===== src/rtl/mem_port_arbiter_pkg.sv =====
// Shared definitions for the memory port arbiter: FSM state encoding,
// owner codes for the select line, and the round-robin pick helper.
package mem_port_arbiter_pkg;

    typedef enum logic [1:0] {
        ST_IDLE = 2'd0,
        ST_BUSY = 2'd1,
        ST_DONE = 2'd2
    } state_t;

    localparam logic OWNER_IFETCH = 1'b0;
    localparam logic OWNER_LSU    = 1'b1;

    // Round-robin winner: a lone requester always wins; on contention the
    // requester that did not win last time gets the port.
    function automatic logic rr_pick(input logic req_0, input logic req_1,
                                     input logic last_gnt);
        if (req_0 && req_1) return ~last_gnt;
        if (req_0)          return OWNER_IFETCH;
        return OWNER_LSU;
    endfunction

endpackage


===== src/rtl/mem_port_arbiter_mux2.sv =====
// Plain 2:1 data mux used for the shared memory address and write-data paths.
module mem_port_arbiter_mux2 #(
    parameter int W = 32
) (
    input  logic [W-1:0] i_a,
    input  logic [W-1:0] i_b,
    input  logic         i_sel,
    output logic [W-1:0] o_y
);

    assign o_y = i_sel ? i_b : i_a;

endmodule


===== src/rtl/mem_port_arbiter.sv =====
// Memory port arbiter: shares one memory port between instruction fetch
// (owner 0) and load/store (owner 1) with round-robin arbitration, runs the
// req/ready handshake and returns read data with a one-cycle done pulse.
// Optional macro MEM_ARB_TIMEOUT_EN adds a BUSY watchdog that aborts the
// transaction after TIMEOUT_CYC cycles and raises a sticky err flag.
//
// state | meaning
// IDLE  | no transaction; arbitrate pending requests
// BUSY  | mem_req high, waiting for mem_ready (or watchdog expiry)
// DONE  | one-cycle done pulse to the owner, then back to IDLE
module mem_port_arbiter
    import mem_port_arbiter_pkg::*;
#(
    parameter int DATA_W      = 32,
    parameter int TIMEOUT_CYC = 15
) (
    input  logic              clk,
    input  logic              rst,
    input  logic              req_0,
    input  logic [DATA_W-1:0] addr_0,
    input  logic [DATA_W-1:0] wdata_0,
    input  logic              we_0,
    input  logic              req_1,
    input  logic [DATA_W-1:0] addr_1,
    input  logic [DATA_W-1:0] wdata_1,
    input  logic              we_1,
    output logic              mem_req,
    output logic [DATA_W-1:0] mem_addr,
    output logic [DATA_W-1:0] mem_wdata,
    output logic              mem_we,
    input  logic              mem_ready,
    input  logic [DATA_W-1:0] mem_rdata,
    output logic              sel,
    output logic              done_0,
    output logic              done_1,
    output logic [DATA_W-1:0] rdata,
    output logic              busy,
    output logic              err
);

    state_t            r_state;
    logic              r_sel;
    logic              r_last_gnt;
    logic              r_mem_req;
    logic              r_done_0;
    logic              r_done_1;
    logic              r_busy;
    logic [DATA_W-1:0] r_rdata;
    logic              w_pick;
    logic              w_we_sel;

`ifdef MEM_ARB_TIMEOUT_EN
    localparam int CNT_W = $clog2(TIMEOUT_CYC + 1);
    logic [CNT_W-1:0] r_cnt;
    logic             r_err;
    assign err = r_err;
`else
    // Without the watchdog the timeout length has no effect.
    logic w_unused_timeout;
    assign w_unused_timeout = ^TIMEOUT_CYC;
    assign err = 1'b0;
`endif

    assign w_pick   = rr_pick(req_0, req_1, r_last_gnt);
    assign w_we_sel = r_sel ? we_1 : we_0;

    assign mem_req = r_mem_req;
    assign mem_we  = w_we_sel & r_mem_req;
    assign sel     = r_sel;
    assign done_0  = r_done_0;
    assign done_1  = r_done_1;
    assign rdata   = r_rdata;
    assign busy    = r_busy;

    mem_port_arbiter_mux2 #(.W(DATA_W)) u_addr_mux (
        .i_a   (addr_0),
        .i_b   (addr_1),
        .i_sel (r_sel),
        .o_y   (mem_addr)
    );

    mem_port_arbiter_mux2 #(.W(DATA_W)) u_wdata_mux (
        .i_a   (wdata_0),
        .i_b   (wdata_1),
        .i_sel (r_sel),
        .o_y   (mem_wdata)
    );

    // Arbitration FSM with all outputs registered; done pulses default low.
    always_ff @(posedge clk or posedge rst) begin
        if (rst) begin
            r_state    <= ST_IDLE;
            r_sel      <= OWNER_IFETCH;
            r_last_gnt <= OWNER_LSU;
            r_mem_req  <= 1'b0;
            r_done_0   <= 1'b0;
            r_done_1   <= 1'b0;
            r_busy     <= 1'b0;
            r_rdata    <= '0;
`ifdef MEM_ARB_TIMEOUT_EN
            r_cnt      <= '0;
            r_err      <= 1'b0;
`endif
        end else begin
            r_done_0 <= 1'b0;
            r_done_1 <= 1'b0;
            case (r_state)
                ST_IDLE: begin
                    if (req_0 || req_1) begin
                        r_sel      <= w_pick;
                        r_last_gnt <= w_pick;
                        r_mem_req  <= 1'b1;
                        r_busy     <= 1'b1;
                        r_state    <= ST_BUSY;
`ifdef MEM_ARB_TIMEOUT_EN
                        r_cnt      <= '0;
`endif
                    end
                end
                ST_BUSY: begin
                    if (mem_ready) begin
                        r_rdata   <= mem_rdata;
                        r_mem_req <= 1'b0;
                        r_done_0  <= (r_sel == OWNER_IFETCH);
                        r_done_1  <= (r_sel == OWNER_LSU);
                        r_state   <= ST_DONE;
                    end
`ifdef MEM_ARB_TIMEOUT_EN
                    else if (r_cnt == CNT_W'(TIMEOUT_CYC - 1)) begin
                        // Abort: complete the handshake with zero data.
                        r_rdata   <= '0;
                        r_err     <= 1'b1;
                        r_mem_req <= 1'b0;
                        r_done_0  <= (r_sel == OWNER_IFETCH);
                        r_done_1  <= (r_sel == OWNER_LSU);
                        r_state   <= ST_DONE;
                    end else begin
                        r_cnt <= r_cnt + CNT_W'(1);
                    end
`endif
                end
                ST_DONE: begin
                    r_busy  <= 1'b0;
                    r_state <= ST_IDLE;
                end
                default: begin
                    r_mem_req <= 1'b0;
                    r_busy    <= 1'b0;
                    r_state   <= ST_IDLE;
                end
            endcase
        end
    end

endmodule


===== config.mk =====
export PLATFORM = sky130hd
export DESIGN_NAME = mem_port_arbiter
export DESIGN_NICKNAME = d
export VERILOG_FILES = /design/src/rtl/mem_port_arbiter_pkg.sv /design/src/rtl/mem_port_arbiter_mux2.sv /design/src/rtl/mem_port_arbiter.sv
export SDC_FILE = /design/constraint.sdc
export NUM_CORES = 1
export LEC_CHECK = 0
export ABC_AREA = 1
export CAP_MARGIN = 20
export CORE_AREA = 2 2 105 107
export DETAILED_ROUTE_END_ITERATION = 10
export DIE_AREA = 0 0 107 109
export DONT_BUFFER_PORTS = 1
export PLACE_DENSITY = 0.43
export SLEW_MARGIN = 0
export SYNTH_ARGS = -nofsm -noshare
export SYNTH_HDL_FRONTEND = slang
export SYNTH_SLANG_ARGS = --single-unit

===== constraint.sdc =====
create_clock -name clk -period 1.5 [get_ports clk]
set_clock_uncertainty 0.2 [all_clocks]
set_input_delay 0.45 -clock clk [delete_from_list [all_inputs] [get_ports clk]]
set_output_delay 0.45 -clock clk [all_outputs]
set_load 0.02 [all_outputs]

Word level (Yosys, flattened, before mapping)
Cells that the tools add are included.

$add $sub $neg: 0. Multipliers: 0. Div/mod/pow operators: 0. $lt $le $gt $ge: 0. Equal/unequal tests: 4. Shift operators: 0. Mux-type cells: 21. Bitwise operators: 5. Reductions and logical operators: 8.

Operators with widths (count): $mux 32 (2); $mux 1 (14); $reduce_and 2->1 (4); $mux 2 (2); $ne 2x2->1 const B (2); $not 1->1 (4); $pmux 2 s2 (1); $pmux 1 s3 (1); $reduce_and 3->1 (1); $eq 2x1->1 const B (1); $eq 2x2->1 const B (1); $logic_not 2->1 (1); $pmux 1 s2 (1); $and 1x1->1 (1); $logic_and 1x1->1 (1); $logic_or 1x1->1 (1).

Flip-flop bits (word level): 40. Bits in latches: 0. RAM bits: 0. Memory bits (read-only): 0. Input bits: 167. Output and inout port bits: 103. Word-level logic and storage cells: 46. Memories: 0.

Logic depth before layout (Yosys ltp)
Word-level depth: 5. Depth in mapped cells: 6. Mapped depth without buffers: 5.

Hierarchy
A second synthesis with hierarchy kept.

Cells, all modules: 386. Area, all modules: 2592.5 µm².

Modules (own cells, without submodules): mem_port_arbiter (instances 1, cells an instance 178, area each 1609.0 µm²); mem_port_arbiter_mux2 (instances 2, cells an instance 104, area each 491.7 µm²).

Worst setup path after synthesis
OpenSTA, ideal clock, no wires.

Kind: register to output. Start point: reg r_sel (netlist: sel). End point: out mem_addr[10]. Data arrival time: 1140 ps. Setup slack: -290 ps. Stages on the path, launching flop included: 6. Cell sequence: dfrtp_1 > buf_2 > buf_4 > buf_2 > nand2_1 > nand2_1.

Word-level cells in the longest chain between the ends: 1.

RTL lines: start: declaration (line mem_port_arbiter.sv:42) `logic r_sel;`; start signal: assignment (line mem_port_arbiter.sv:110) `r_sel <= w_pick;`; $mux 32 (line mem_port_arbiter_mux2.sv:11) `assign o_y = i_sel ? i_b : i_a;`; end: declaration (line mem_port_arbiter.sv:28) `output logic [DATA_W-1:0] mem_addr,`.

No other way between the ends.

Worst setup path in the final report
Start point: reg r_sel (netlist: sel). End point: out mem_wdata[10].

Word-level cells in the longest chain between the ends: 1.

RTL lines: $mux 32 (line mem_port_arbiter_mux2.sv:11); end: declaration (line mem_port_arbiter.sv:29) `output logic [DATA_W-1:0] mem_wdata,`.

No other way between the ends.

==> impl_results.md <==
- Initial DRT Pass Iterations: 4
- Antenna viol nets, final: 0
- Yosys cell types: 14
- LEAKAGE: between 1.5 and 2 nW
- Fmax: 527 MHz
- Yosys top cell by area: nand2_1
- Async set-or-reset flop fraction in the synthesized netlist: 100%
- Std cell rows: 38
- WP buf/inv: 2
- Worst path slowest cell: dfrtp_2
- WL per Instance: 16.9 um
- Status: finished with violations
- Vias per std cell: 4.70
- Placeable Area: 0.0106 mm^2
- Number of global-route vias before repair: 2,296
- Yosys warnings: 0
- WS Path Type: flop to primary output
- Sw power: 4.51 mW
- CP delay by family, top: flip-flops
- Clock transition at the registers of the reported paths: 0.07 ns
- Max stage delay on crit path: ~0.44 ns
- Count of final setup violators: 66
- RSZ-0062 raised after global routing: yes
- Largest net degree at the start of global routing: 36
- Port bufs: 0
- Maxcap violations: 0
- First-pass GRT wire length: 11,800 um
- Tcrit/Tclk final: 126%
- Starting DRC count in detailed routing: between 90 and 100
- Synth cell count leaders: nand2_1 (268), dfrtp_1 (39), nand3_1 (33), buf_4 (13), buf_2 (10)
- Worst-path maximum fanout: 12
- GP Congestion: approximately 0.76
- Sequential area share after synthesis: 41.5%
- TritonCTS clock tree: done
- Synth top area share: 41.6%
- Synth top area cells: nand2_1 (42%), dfrtp_1 (40%), nand3_1 (6.8%)
- Initial Utilization: 22.8%
- Setup_tns: -23.86 ns
- Final layout net count: 550
- Internal: 3.89 mW
- Mapped Cells: 385
- Num CTS Buffers: 5
- Ys flop type: dfrtp_1
- Yosys reg bits: 40
- Layout cell share with drive strength beyond 1: 37.1%
- Final wirelength: 8860 um
- Final Cell Area: 0.00332 mm^2
- Netlist Area Pre-Place: 0.00242 mm^2
- Sequential share of power: 29.9%
- Clock Tree Buf Depth: 2
- Total grt overflow: 0
- Clock Power Share: 12.0%
- Syn-to-layout area delta: 37.4%
- Placed cell areas: 0.00275 mm^2
- Worst Setup End Kind: primary output
- Failing checks: negative setup slack
- Slew Viols, Final: 0
- Hold WC Path Type: input port to flop
- Final min period: 1.90 ns
- Switching Share: 53.7%
- Initial antenna violation count: 0
- Worst skew pair latency: about 0.28 ns
- Via count: 2,464
- Critical-path cell list: buf_12 -> clkbuf_16 -> nand2_1 -> nand2_2
- Total GRT Usage: between 10% and 20%
- Die Y: 109 um
- Pwr Density: 2530 mW/mm^2
- Die area: 0.0117 mm^2
- Final hold viol count: 0
- Worst VDD drop: between 0.0008 and 0.0009 V
- CP Launch Type: flop
- DR DRC count: 0
- Worst path arrival time: 1.25 ns
- Dpl hpwl: 6180 um
- CTS root buf: clkbuf_8
- Final WS setup: -0.397 ns
- CTS H-tree depth: 2
- CTS sink count: 40
- Count leader, synth: nand2_1
- Post-synth EDFFs: 0
- IO Pins: 270
- Logic gate share of total power: ~58%
- Syn Area/Cell: 6.28 um^2
- Synthesized Nets: around 550
- Critical path data required time: about 0.85 ns
- Die Wd: 107 um
-- flip-flops by register name, indices dropped and copies added, names as in the netlist --
signal and flops:
busy 1, done_0 1, done_1 1, mem_req 1
r_last_gnt 1, r_state 2, rdata 32, sel 1
-- logic make-up (layout without fill, tap and decap cells) --
family / Yosys count / count (layout) / synth area share (%)
simple gates: 308 / 308 / 50.1
flops: 40 / 40 / 41.5
buf+inv: 33 / 31 / 7.66
compound gates: 3 / 3 / 0.621
other cells: 1 / 2 / 0.155
-- worst paths after layout --
path                       depth (start not counted)                   start                     end  slack [ns]
max                                                4         sel$_DFFE_PP0P_           mem_wdata[10]       -0.40
min                                                1               mem_ready  r_state[0]$_DFFE_PP0P_        0.08
max reg2reg                                        5  r_state[1]$_DFFE_PP0P_    rdata[1]$_DFFE_PP0P_        0.20
min reg2reg                                        2  r_last_gnt$_DFFE_PP1P_  r_last_gnt$_DFFE_PP1P_        0.27
max in group asynchronous                          3                     rst   rdata[21]$_DFFE_PP0P_        0.25
min in group asynchronous                          2                     rst   rdata[10]$_DFFE_PP0P_        0.41
-- cells in the final DEF (no fill, tap or decap), types with 2 or more instances in the layout --
master / n
buf_16: 4
nand2_1: 159
inv_2: 2
buf_6: 3
nand3_1: 33
o21ai_0: 2
nor2_4: 2
bufinv_16: 2
nand2_4: 24
clkbuf_8: 5
nand2_2: 85
inv_1: 3
nor2_1: 3
clkbuf_16: 2
dfrtp_1: 38
buf_12: 7
-- power by group through the flow --
| stage | combinational, mW | clock (mW) | sequential [mW] |
|---|---|---|---|
| global route | 5.27 | 1.11 | 2.58 |
| CTS | 4.48 | 1.06 | 2.52 |
| finish | 4.88 | 1.01 | 2.52 |
| global placement | 3.73 | 0 | 2.55 |
| detailed placement | 3.80 | 0 | 2.53 |
| floorplan | 3.38 | 0 | 2.43 |
-- worst reg2reg max path, cell delays in order (launching register included) --
cell	delay, ns
dfrtp_1	0.44
inv_2	0.10
nand3_2	0.12
buf_12	0.21
nand2_1	0.08
nand2_1	0.05
-- layout make-up --
| cell class | count | area, um^2 |
|---|---|---|
| diodes | 1 | 2.50 |
| clock buffers | 5 | 68.8 |
| clock inverters | 2 | 60.1 |
| fillers | 1120 | 7280 |
| inverters | 7 | 35.0 |
| multi-input cells | 312 | 1630 |
| flip-flops and latches | 40 | 1000 |
| well taps | 140 | 175 |
| repair buffers | 17 | 344 |
-- stage by stage --
stage          util [%]  setup WS [ns]  power (mW)  hold slack, ns  cells
6_report           31.3         -0.397        8.40          0.0763    524
5_1_grt            31.3         -0.444        8.97          0.0603    523
4_1_cts            29.4         -0.412        8.07          0.0612    521
3_5_place_dp       25.9         -0.118        6.33           0.120    508
3_3_place_gp       25.9         -0.103        6.28           0.116    508
2_1_floorplan         -         -0.182        5.81           0.228    385
-- what timing repair did --
item                                    CTS  global route
buffers inserted                          2             0
endpoints found under the hold margin    12             0
gates cloned                              3             2
hold buffers                              1             0
gates resized for setup                  38            43
endpoints found under the setup margin   66            67
pin swaps                                51            19
-- layer usage --
metal	GRT usage [%]	routed length, um
met1	14.2	3240
met5	0	0
met3	5.38	978
met2	23.7	4500
met4	4.27	147
(Power assumes the default switching activity.)
